**src/rtl/patch_config_sequencer_if.sv**
```systemverilog
// Config-bus bundle: host write port, patch-entry request handshake and the shared config-bus outputs.
interface patch_config_sequencer_if;
    logic [15:0] host_addr;
    logic [15:0] host_data;
    logic        host_strobe;
    logic        req_valid;
    logic        req_ready;
    logic [22:0] req_addr;
    logic [22:0] req_mask;
    logic [5:0]  req_index;
    logic [12:0] req_offset;
    logic [15:0] cfg_addr;
    logic [15:0] cfg_data;
    logic        cfg_strobe;
    logic        busy;
    logic        conflict;

    modport master (
        output host_addr, host_data, host_strobe,
        output req_valid, req_addr, req_mask, req_index, req_offset,
        input  req_ready, cfg_addr, cfg_data, cfg_strobe, busy, conflict
    );

    modport slave (
        input  host_addr, host_data, host_strobe,
        input  req_valid, req_addr, req_mask, req_index, req_offset,
        output req_ready, cfg_addr, cfg_data, cfg_strobe, busy, conflict
    );
endinterface

```
**src/rtl/patch_config_sequencer.sv**
```systemverilog
// Loads one CAM patch entry as six config-bus writes, yielding the bus to host writes,
// then idles CAM_WR_GAP cycles after the trigger so the CAM write can finish.
module patch_config_sequencer #(
    parameter int unsigned CAM_WR_GAP = 16
) (
    input logic                     mclk,
    input logic                     reset,
    patch_config_sequencer_if.slave bus
);
    typedef enum logic [2:0] {
        IDLE, W_ALO, W_AHI, W_MLO, W_MHI, W_OFS, W_TRG, GAP
    } state_t;

    localparam logic [7:0] GAP_LOAD = 8'(CAM_WR_GAP);

    state_t      state, state_nx;
    logic [22:0] addr_q, mask_q;
    logic [5:0]  index_q;
    logic [12:0] offset_q;
    logic [7:0]  gap_cnt, gap_cnt_nx;
    logic [15:0] cfg_addr_q, cfg_data_q, cfg_addr_nx, cfg_data_nx;
    logic [15:0] seq_addr, seq_data;
    logic        cfg_strobe_q, cfg_strobe_nx;
    logic        conflict_q, conflict_nx;
    logic        idle, accept, in_write, host_cam;

    assign idle     = (state == IDLE);
    assign accept   = bus.req_valid && idle;
    assign host_cam = bus.host_strobe && (bus.host_addr >= 16'h7000) && (bus.host_addr <= 16'h7004);

    always_comb begin
        seq_addr = 16'h0000;
        seq_data = 16'h0000;
        in_write = 1'b1;
        case (state)
            W_ALO: begin seq_addr = 16'h7000; seq_data = addr_q[15:0]; end
            W_AHI: begin seq_addr = 16'h7001; seq_data = {9'b0, addr_q[22:16]}; end
            W_MLO: begin seq_addr = 16'h7002; seq_data = mask_q[15:0]; end
            W_MHI: begin seq_addr = 16'h7003; seq_data = {9'b0, mask_q[22:16]}; end
            W_OFS: begin seq_addr = 16'h7800 | {10'b0, index_q}; seq_data = {3'b0, offset_q}; end
            W_TRG: begin seq_addr = 16'h7004; seq_data = {10'b0, index_q}; end
            default: in_write = 1'b0;
        endcase
    end

    // Host strobe wins the bus; a write state simply stalls until the host lets go.
    always_comb begin
        state_nx      = state;
        gap_cnt_nx    = gap_cnt;
        cfg_addr_nx   = cfg_addr_q;
        cfg_data_nx   = cfg_data_q;
        cfg_strobe_nx = 1'b0;
        conflict_nx   = conflict_q;

        if (bus.host_strobe) begin
            cfg_addr_nx   = bus.host_addr;
            cfg_data_nx   = bus.host_data;
            cfg_strobe_nx = 1'b1;
        end else if (in_write) begin
            cfg_addr_nx   = seq_addr;
            cfg_data_nx   = seq_data;
            cfg_strobe_nx = 1'b1;
        end

        case (state)
            IDLE:  if (accept) state_nx = W_ALO;
            W_ALO: if (!bus.host_strobe) state_nx = W_AHI;
            W_AHI: if (!bus.host_strobe) state_nx = W_MLO;
            W_MLO: if (!bus.host_strobe) state_nx = W_MHI;
            W_MHI: if (!bus.host_strobe) state_nx = W_OFS;
            W_OFS: if (!bus.host_strobe) state_nx = W_TRG;
            W_TRG: if (!bus.host_strobe) begin
                gap_cnt_nx = GAP_LOAD;
                state_nx   = (GAP_LOAD == 8'd0) ? IDLE : GAP;
            end
            GAP: begin
                // Counts regardless of host traffic; the last count returns to IDLE.
                if (gap_cnt <= 8'd1) begin
                    gap_cnt_nx = 8'd0;
                    state_nx   = IDLE;
                end else begin
                    gap_cnt_nx = gap_cnt - 8'd1;
                end
            end
            default: state_nx = IDLE;
        endcase

        if (host_cam && !idle)
            conflict_nx = 1'b1;
        else if (accept)
            conflict_nx = 1'b0;
    end

    always_ff @(posedge mclk or posedge reset) begin
        if (reset) begin
            state        <= IDLE;
            gap_cnt      <= 8'd0;
            cfg_addr_q   <= 16'h0000;
            cfg_data_q   <= 16'h0000;
            cfg_strobe_q <= 1'b0;
            conflict_q   <= 1'b0;
        end else begin
            state        <= state_nx;
            gap_cnt      <= gap_cnt_nx;
            cfg_addr_q   <= cfg_addr_nx;
            cfg_data_q   <= cfg_data_nx;
            cfg_strobe_q <= cfg_strobe_nx;
            conflict_q   <= conflict_nx;
        end
    end

    always_ff @(posedge mclk or posedge reset) begin
        if (reset) begin
            addr_q   <= 23'd0;
            mask_q   <= 23'd0;
            index_q  <= 6'd0;
            offset_q <= 13'd0;
        end else if (accept) begin
            addr_q   <= bus.req_addr;
            mask_q   <= bus.req_mask;
            index_q  <= bus.req_index;
            offset_q <= bus.req_offset;
        end
    end

    assign bus.req_ready  = idle;
    assign bus.busy       = !idle;
    assign bus.cfg_addr   = cfg_addr_q;
    assign bus.cfg_data   = cfg_data_q;
    assign bus.cfg_strobe = cfg_strobe_q;
    assign bus.conflict   = conflict_q;
endmodule

```
**src/flat_wrapper.sv**
```systemverilog
// flat-port wrapper written by rule: the top's interface ports become plain ports
module patch_config_sequencer_flat 
#(
    parameter int unsigned CAM_WR_GAP = 16
)
  (mclk, reset, bus_host_addr, bus_host_data, bus_host_strobe, bus_req_valid, bus_req_addr, bus_req_mask, bus_req_index, bus_req_offset, bus_req_ready, bus_cfg_addr, bus_cfg_data, bus_cfg_strobe, bus_busy, bus_conflict);
  patch_config_sequencer_if bus_i ();
  input logic mclk;
  input logic reset;
  input wire logic [$bits(bus_i.host_addr)-1:0] bus_host_addr;
  input wire logic [$bits(bus_i.host_data)-1:0] bus_host_data;
  input wire logic [$bits(bus_i.host_strobe)-1:0] bus_host_strobe;
  input wire logic [$bits(bus_i.req_valid)-1:0] bus_req_valid;
  input wire logic [$bits(bus_i.req_addr)-1:0] bus_req_addr;
  input wire logic [$bits(bus_i.req_mask)-1:0] bus_req_mask;
  input wire logic [$bits(bus_i.req_index)-1:0] bus_req_index;
  input wire logic [$bits(bus_i.req_offset)-1:0] bus_req_offset;
  output wire logic [$bits(bus_i.req_ready)-1:0] bus_req_ready;
  output wire logic [$bits(bus_i.cfg_addr)-1:0] bus_cfg_addr;
  output wire logic [$bits(bus_i.cfg_data)-1:0] bus_cfg_data;
  output wire logic [$bits(bus_i.cfg_strobe)-1:0] bus_cfg_strobe;
  output wire logic [$bits(bus_i.busy)-1:0] bus_busy;
  output wire logic [$bits(bus_i.conflict)-1:0] bus_conflict;
  assign bus_i.host_addr = bus_host_addr;
  assign bus_i.host_data = bus_host_data;
  assign bus_i.host_strobe = bus_host_strobe;
  assign bus_i.req_valid = bus_req_valid;
  assign bus_i.req_addr = bus_req_addr;
  assign bus_i.req_mask = bus_req_mask;
  assign bus_i.req_index = bus_req_index;
  assign bus_i.req_offset = bus_req_offset;
  assign bus_req_ready = bus_i.req_ready;
  assign bus_cfg_addr = bus_i.cfg_addr;
  assign bus_cfg_data = bus_i.cfg_data;
  assign bus_cfg_strobe = bus_i.cfg_strobe;
  assign bus_busy = bus_i.busy;
  assign bus_conflict = bus_i.conflict;
  patch_config_sequencer #(.CAM_WR_GAP(CAM_WR_GAP)) u_core (.mclk(mclk), .reset(reset), .bus(bus_i));
endmodule
```
**config.mk**
```make
export PLATFORM = sky130hd
export DESIGN_NAME = patch_config_sequencer_flat
export DESIGN_NICKNAME = d
export VERILOG_FILES = /design/src/rtl/patch_config_sequencer_if.sv /design/src/rtl/patch_config_sequencer.sv /design/src/flat_wrapper.sv
export SDC_FILE = /design/constraint.sdc
export NUM_CORES = 1
export LEC_CHECK = 0
export BUFFER_PORTS_ARGS = -buffer_cell sky130_fd_sc_hd__clkbuf_2
export CORE_UTILIZATION = 35
export CTS_BUF_LIST = sky130_fd_sc_hd__clkbuf_16
export DETAILED_ROUTE_END_ITERATION = 6
export GPL_TIMING_DRIVEN = 1
export HOLD_SLACK_MARGIN = 0.15
export RECOVER_POWER = 25
export SKIP_LAST_GASP = 1
export SLEW_MARGIN = 20
export SYNTH_ARGS = -nofsm -noshare
export SYNTH_HDL_FRONTEND = slang
export SYNTH_SLANG_ARGS = --single-unit
```
**constraint.sdc**
```tcl
create_clock -name mclk -period 4 [get_ports mclk]
set_input_delay 0.4 -clock mclk [delete_from_list [all_inputs] [get_ports mclk]]
set_output_delay 0.4 -clock mclk [all_outputs]
set_load 0.05 [all_outputs]
```
==> results of run 1 <==
-- state kept, by name, indices dropped and copies added (netlist names), 3 cells and up --
name                 cells
u_core.addr_q           23
u_core.bus.cfg_addr     16
u_core.bus.cfg_data     16
u_core.gap_cnt           8
u_core.index_q           6
u_core.mask_q           23
u_core.offset_q         13
u_core.state             3
-- metrics by stage --
stage	utilization (%)	setup slack [ns]	hold slack (ns)	cells	power (uW)
2_1_floorplan	-	0.698	0.472	460	3460
3_3_place_gp	41.3	1.48	0.486	751	3970
3_5_place_dp	41.3	1.37	0.495	751	4030
4_1_cts	43.6	1.38	0.253	767	5000
5_1_grt	43.6	1.21	0.262	767	5290
6_report	43.6	1.39	0.262	767	4960
-- routing by layer --
metal / vias to the layer above / share of wire, % / GRT usage, %
met1: 1961 / 46 / 25.5
met5: - / 0 / 0
met2: 104 / 47 / 28.4
li1: 1889 / - / -
met4: 0 / 1.3 / 5.27
met3: 13 / 5.4 / 3.80
-- power groups by stage --
| stage | registers, uW | clock network, uW | logic (uW) |
|---|---|---|---|
| 6_report | 2020 | 963 | 1970 |
| 5_1_grt | 2100 | 1020 | 2170 |
| 4_1_cts | 2030 | 984 | 1990 |
| 3_5_place_dp | 2050 | 0 | 1990 |
| 3_3_place_gp | 2030 | 0 | 1940 |
| 2_1_floorplan | 2180 | 0 | 1280 |
-- cell usage in the layout, fill, tap and decap left out, drive strengths merged, types with 10 or more instances in the layout --
cell type	netlist	layout
dfrtp	110	110
nor2b	10	10
mux2	72	72
o21ai	37	37
clkbuf	16	145
nand2	48	48
a21oi	10	10
a22oi	13	13
nor2	23	23
inv	14	14
-- layout make-up --
cell class | instances | area [um^2]
fillers | 1371 | 8170
flip-flops and latches | 110 | 2750
multi-input cells | 302 | 2220
repair buffers | 141 | 729
well taps | 184 | 230
clock buffers | 9 | 225
clock inverters | 7 | 97.6
inverters | 14 | 56.3
-- kinds of logic (layout without fill, tap and decap cells) --
logic type | after synthesis | after routing
buf+inv | 48 | 171
xor+xnor | 4 | 4
simple gates | 113 | 113
mux | 79 | 79
compound gates | 104 | 104
fa+ha+maj | 2 | 2
flops | 110 | 110
-- worst max-delay path, cell delays in order (launching register included) --
cell and delay, ns:
dfrtp_2 0.72, nor3_2 0.41, and2_2 0.63, buf_12 0.31, mux2_2 0.37
-- worst min path at each step --
stage	to	slack [ns]	cells past startpoint
after floorplan	u_core.mask_q[19]	0.47	1
after global placement	u_core.mask_q[4]	0.49	1
after detailed placement	u_core.mask_q[4]	0.49	1
after CTS	u_core.bus.cfg_data[9]	0.25	3
after global routing	u_core.bus.cfg_data[7]	0.26	3
final	u_core.bus.cfg_data[9]	0.26	3
==> results.json, run 1 <==
{
  "status": "complete, but fails checks",
  "violations": "capacitance limit, slew limit",
  "cts_hold_buf": 0,
  "min_path_type": "primary input to register",
  "grt_usage_pct": 18.2,
  "ys_types": 56,
  "cts_tree": "done",
  "drtAntennaViolNets": 0,
  "skew_ns": 0.00791,
  "cts.htree.levels": 3,
  "drt-initial-drc-count": 202,
  "top_level_ports": 137,
  "synth-simple-area-share_pct": 10.7,
  "muxShareOfSynthArea_pct": 17.0,
  "p_sw_share_pct": 40.2,
  "syn_to_final_growth_pct": 21.9,
  "drcViolationCount": 0,
  "synth_edf_count": 0,
  "tightest_slew_ns": 1.92,
  "ys_seq_area_share_pct": 53.2,
  "fin_crit_sh_pct": 65.4,
  "root_buffer": "clkbuf_16",
  "synth_nets": 563,
  "grt-ovfl-total": 0,
  "numPortBuffers": 136,
  "clk_latency_ns": 0.35,
  "rrSetupSlack_ns": 1.39,
  "cts.sinks": 110,
  "synth_xor_area_share_pct": 0.677,
  "die_area_um2": 15300,
  "nets": 681,
  "p_int_uw": 2970,
  "finalSetupTns_ns": 0,
  "clkSlewWorstSetupHoldPaths_ns": 0.08,
  "diodes": 0,
  "reg2reg_depth": 4,
  "criticalPathCategory": "register to register",
  "synth_top_family_by_area": "multiplexers",
  "final.min_clock_period_ns": 2.61,
  "maxSlewViolCount": 92,
  "rsz0062_at_grt": "no",
  "combPwrFrac_pct": 39.8,
  "floorplan.initialDensity_pct": 35.7,
  "place.gp.congestion": 0.849,
  "cts_setup_buffers": 0,
  "hpwl_um": 9810,
  "yosys.area.top_type": "dfrtp_1",
  "finalSetupViolations": 0,
  "antenna_found_initial": 0,
  "synth_area_um2": 5170,
  "min-delay-start": "bus_host_data[9]",
  "avgSynthCellArea_um2": 11.2,
  "crit_start": "u_core.state[2]",
  "synth.most_common_cell": "dfrtp_1",
  "power.share.sequential_pct": 40.8,
  "wire_per_inst_um": 17.2,
  "netlist_instances": 460,
  "switchingPower_uw": 1990,
  "critical_path_required_ns": 4.23,
  "async_flop_share_pct": 100,
  "power_leakage_uw": 0.00295,
  "cap_violations": 1,
  "hold_viol_final": 0,
  "grt_max_degree": 92,
  "coreArea_um2": 14500,
  "grt_pass1_wl_um": 21100,
  "wl_um": 13200,
  "critPathMaxFanout": 49,
  "slew_headroom_pct": -28.3,
  "endpoint_kind": "register",
  "powerDensity_nw_per_um2": 786,
  "crit_end": "u_core.addr_q[22]",
  "grt_pass1_vias": 4024,
  "yosysTopAreaCellShare_pct": 53.2,
  "drt-pass1-iter-count": 4,
  "cts-buffers-inserted": 9,
  "clockBufferDepth": 2,
  "chipWidth_um": 124,
  "worstReg2RegStart": "u_core.state[2]",
  "post_cts_resized": 0,
  "stdcell_area_um2": 6310,
  "num_vias": 3967,
  "synthTopCellsByArea": "dfrtp_1 53%, mux2_2 16%, o21ai_0 3.6%",
  "arrival_ns": 2.84,
  "via_per_inst": 5.17,
  "fmax_ghz": 0.382,
  "r2r-end": "u_core.addr_q[22]",
  "placed_cell_area_um2": 5990,
  "ys_ff_latch": 110,
  "die_y_um": 124,
  "rows": 44,
  "synth_warnings": 0,
  "synth_ff_type": "dfrtp_1",
  "peakVddDrop_v": 0.000293,
  "clkPwrFrac_pct": 19.4,
  "synth_common_cells": "110 x dfrtp_1, 72 x mux2_2, 48 x nand2_1, 37 x o21ai_0, 22 x nor2_1",
  "drive_above_1_share_pct": 40.8,
  "critPathLaunchType": "register",
  "synth_compound_area_share_pct": 13.9,
  "synthAdderAreaFrac_pct": 0.484
}
(Power assumes the default switching activity.)
==> run 2, diff against run 1 <==
Clock period 4 ns to 2.6 ns, I/O delays scaled along.
==> results.json, run 2 (synthesis gave the netlist of run 1 again) <==
{
  "final_common_cell": "clkbuf_2",
  "hold_depth": 2,
  "critPathLaunchType": "register",
  "finalSetupViolations": 0,
  "criticalPathCategory": "register to register",
  "drt-pass1-iter-count": 4,
  "numPortBuffers": 136,
  "grt_max_degree": 66,
  "cts.htree.levels": 3,
  "reg2reg_depth": 5,
  "place.gp.congestion": 0.753,
  "die_y_um": 124,
  "top_regs": "u_core.addr_q (23), u_core.mask_q (23)",
  "arrival_ns": 2.46,
  "cpPeakStageDelay_ns": 0.68,
  "crit_start": "u_core.state[2]",
  "slowest_stage": "dfrtp_2",
  "fmax_ghz": 0.451,
  "worstReg2RegStart": "u_core.state[2]",
  "wire_per_inst_um": 16.3,
  "endpoint_kind": "register",
  "tightest_slew_ns": 0.883,
  "power_leakage_uw": 0.00324,
  "hpwl_um": 9840,
  "grt_usage_pct": 18.7,
  "clockBufferDepth": 2,
  "cts-buffers-inserted": 9,
  "post_cts_resized": 0,
  "drive_above_1_share_pct": 37.1,
  "antenna_found_initial": 1,
  "worst-path-buf-inv": 1,
  "via_per_inst": 5.05,
  "min-delay-start": "bus_req_offset[1]",
  "wl_um": 13700,
  "num_vias": 4231,
  "grt_pass1_wl_um": 21400,
  "finalSetupTns_ns": 0,
  "grt_pass1_vias": 4106,
  "cts_tree": "done",
  "top_level_ports": 137,
  "fin_ws_ns": 0.384,
  "powerDensity_nw_per_um2": 1080,
  "crit_family": "flip-flops",
  "grt-ovfl-total": 0,
  "r2r-end": "u_core.bus.cfg_data[4]",
  "peakVddDrop_v": 0.000460,
  "slew_headroom_pct": 41.1,
  "rsz0062_at_grt": "no",
  "nets": 754,
  "rows": 44,
  "root_buffer": "clkbuf_16",
  "clkSlewWorstSetupHoldPaths_ns": 0.07,
  "chipWidth_um": 124,
  "fin_crit_sh_pct": 85.2,
  "clk_latency_ns": 0.35,
  "critPathMaxFanout": 30,
  "cap_violations": 0,
  "status": "finished, final reports clean",
  "path_cells": "buf_4 -> nor2b_1 -> a22oi_1 -> o211a_1 -> a221oi_1",
  "die_area_um2": 15300,
  "final.min_clock_period_ns": 2.22,
  "layout_common_cells": "136 x clkbuf_2, 109 x dfrtp_1, 72 x mux2_2",
  "hold_viol_final": 0,
  "critical_path_required_ns": 2.85,
  "floorplan.initialDensity_pct": 35.7,
  "syn_to_final_growth_pct": 34.5,
  "hold-path-endpoint": "u_core.offset_q[1]",
  "cts.sinks": 110,
  "coreArea_um2": 14500,
  "min_path_type": "primary input to register",
  "skew_ns": 0.00596,
  "maxSlewViolCount": 0,
  "rrSetupSlack_ns": 0.38,
  "post-place-ws_ns": 0.385,
  "drcViolationCount": 0,
  "drtAntennaViolNets": 0,
  "drt-initial-drc-count": 205
}
run 2: cell count changes in the layout (fill, tap and decap cells not counted), sizes merged:
cell / delta
clkinv: -2
dlygate4sd3: +66
diode: +1
bufinv: -2
clkbuf: +1
inv: +1
buf: +6
run 2: worst max path at each step:
stage	end	cells after the start	slack [ns]
detailed placement	u_core.bus.cfg_data[4]	5	0.38
global placement	u_core.bus.cfg_data[4]	5	0.40
CTS	u_core.bus.cfg_data[4]	5	0.37
global route	u_core.bus.cfg_data[4]	5	0.18
floorplan	u_core.bus.cfg_data[0]	7	0.03
finish	u_core.bus.cfg_data[4]	5	0.38
run 2: report_power, final:
part           switching (uW)  internal (uW)
Sequential                537           2450
Combinational            1920           1400
Clock                     587            626
Total                    3040           4470
run 2: timing repair:
action                                  CTS  global route
hold endpoints to repair                 72             2
setup buffers                             0             0
hold buffers                             64             2
endpoints found under the setup margin    0             0
run 2: layout make-up:
class	count	area, um^2
Antenna cell	1	2.50
Clock buffer	9	225
Clock inverter	4	20.0
Fill cell	1371	7520
Inverter	14	53.8
Multi-Input combinational cell	302	2220
Sequential cell	110	2750
Tap cell	184	230
Timing Repair Buffer	214	1460
run 2: worst register-to-register path, stage by stage, from the launching register on:
cell      delay (ns)
dfrtp_2         0.68
buf_4           0.37
nor2b_1         0.43
a22oi_1         0.14
o211a_1         0.24
a221oi_1        0.26
run 2: stage by stage:
| step | utilization (%) | power, uW | std cells | instance area [um^2] | hold slack [ns] |
|---|---|---|---|---|---|
| after floorplan | - | 5330 | 460 | 5180 | 0.377 |
| after global placement | 41.9 | 6160 | 758 | 6060 | 0.208 |
| after detailed placement | 41.9 | 6280 | 758 | 6060 | 0.208 |
| after CTS | 48.0 | 7570 | 835 | 6950 | 0.150 |
| after global routing | 48.1 | 8010 | 838 | 6960 | 0.152 |
| final | 48.1 | 7510 | 838 | 6960 | 0.155 |
run 2: layer usage:
layer	part of all wire [%]	track usage, %
met5	0	0
met3	4.1	2.98
met1	45	25.5
met4	2.1	7.15
met2	49	29.8
==> run 3, diff against run 2 <==
Clock period 2.6 ns to 2.2 ns, I/O delays scaled along.
==> results.json, run 3 (synthesis gave the netlist of run 1 again) <==
{
  "final.min_clock_period_ns": 1.99,
  "arrival_ns": 2.27,
  "drt-pass1-iter-count": 4,
  "syn_to_final_growth_pct": 43.0,
  "wire_per_inst_um": 16.1,
  "fin_crit_sh_pct": 90.3,
  "slowest_stage": "dfrtp_1",
  "skew_ns": 0.0104,
  "path_cells": "buf_4 -> nand2b_1 -> nand2_1 -> or4b_4 -> a21oi_2",
  "root_buffer": "clkbuf_16",
  "numPortBuffers": 136,
  "nFillCells": 1291,
  "die_y_um": 124,
  "nets": 790,
  "cts.sinks": 110,
  "post_cts_resized": 0,
  "grt_usage_pct": 19.6,
  "top_regs": "u_core.addr_q (23), u_core.mask_q (23)",
  "final-seq-area_um2": 2750,
  "cpPeakStageDelay_ns": 0.61,
  "criticalPathCategory": "register to register",
  "cts.htree.levels": 3,
  "coreArea_um2": 14500,
  "hold_viol_final": 0,
  "chipWidth_um": 124,
  "clkSlewWorstSetupHoldPaths_ns": 0.07,
  "post-place-ws_ns": 0.240,
  "layout_common_cells": "135 x clkbuf_2, 109 x dfrtp_1, 96 x dlygate4sd3_1",
  "hpwl_um": 9760,
  "top_level_ports": 137,
  "cts_tree": "done",
  "antenna_found_initial": 1,
  "floorplan.initialDensity_pct": 35.7,
  "powerDensity_nw_per_um2": 1260,
  "wl_um": 14100,
  "status": "finished, final reports clean",
  "grt_max_degree": 111,
  "cts_setup_buffers": 0,
  "fin_ws_ns": 0.214,
  "clockBufferDepth": 2,
  "maxSlewViolCount": 0,
  "drcViolationCount": 0,
  "multiInputGateArea_um2": 2220,
  "grt_pass1_wl_um": 22400,
  "critical_path_required_ns": 2.49,
  "power_leakage_uw": 0.00344,
  "finalSetupViolations": 0,
  "cts_hold_buf": 96,
  "grt-ovfl-total": 0,
  "num_vias": 4410,
  "min_path_type": "primary input to register",
  "grt_pass1_vias": 4418,
  "fmax_ghz": 0.504,
  "peakVddDrop_v": 0.000519,
  "critPathMaxFanout": 13,
  "drt-initial-drc-count": 222,
  "slew_headroom_pct": 60.5,
  "place.gp.congestion": 0.811,
  "clk_latency_ns": 0.35,
  "via_per_inst": 5.03,
  "drtAntennaViolNets": 0,
  "endpoint_kind": "register",
  "finalSetupTns_ns": 0,
  "cap_violations": 0,
  "die_area_um2": 15300,
  "critPathLaunchType": "register",
  "tightest_slew_ns": 0.592,
  "drive_above_1_share_pct": 35.8,
  "rows": 44,
  "cts-buffers-inserted": 9,
  "final_common_cell": "clkbuf_2",
  "rsz0062_at_grt": "no"
}
-- run 3: power breakdown --
| part | leakage (uW) | internal (uW) | switching, uW |
|---|---|---|---|
| logic | 0.00194 | 1760 | 2310 |
| clock network | 0.000161 | 985 | 726 |
| registers | 0.00134 | 2890 | 622 |
-- run 3: critical path: cells and delay by family, from the launching register on --
kind | cells | cell delay [ns]
simple gates | 3 | 0.92
compound gates | 1 | 0.14
buf+inv | 1 | 0.25
flops | 1 | 0.61
-- run 3: final timing paths --
check | slack, ns | depth (start not counted) | from | endpoint
setup / recovery | 0.21 | 5 | u_core.state[0] | u_core.gap_cnt[7]
max in group asynchronous | 1.17 | 4 | reset | u_core.state[2]
hold / removal | 0.17 | 2 | bus_host_data[0] | u_core.bus.cfg_data[0]
min in group asynchronous | 0.59 | 4 | reset | u_core.addr_q[3]
hold reg to reg | 0.51 | 1 | u_core.mask_q[12] | u_core.mask_q[12]
setup reg to reg | 0.21 | 5 | u_core.state[0] | u_core.gap_cnt[7]
-- run 3: metrics by stage --
step                      instances  utilization (%)  power, uW  hold slack [ns]  area [um^2]
after global routing            877             51.1       9950            0.178         7400
after detailed placement        764             42.3       7530            0.431         6130
final                           877             51.1       9300            0.169         7400
after CTS                       876             51.1       9400            0.154         7400
after global placement          764             42.3       7410            0.429         6130
after floorplan                 460                -       6310            0.337         5180
-- run 3: cell type report --
type | count | share of cell area (%)
sequential | 110 | 37.2
multi-input combinational | 302 | 30.0
timing repair buffer | 250 | 24.7
tap | 184 | 3.11
clock buffer | 9 | 3.04
clock inverter | 7 | 1.13
inverter | 14 | 0.761
antenna | 1 | 0.0338
-- run 3: routing by layer --
| metal | routed length [um] | track usage, % | part of all wire [%] |
|---|---|---|---|
| met5 | 0 | 0 | 0 |
| met1 | 6200 | 26.4 | 44 |
| met3 | 759 | 3.48 | 5.4 |
| met2 | 6860 | 30.8 | 49 |
| met4 | 286 | 8.66 | 2.0 |
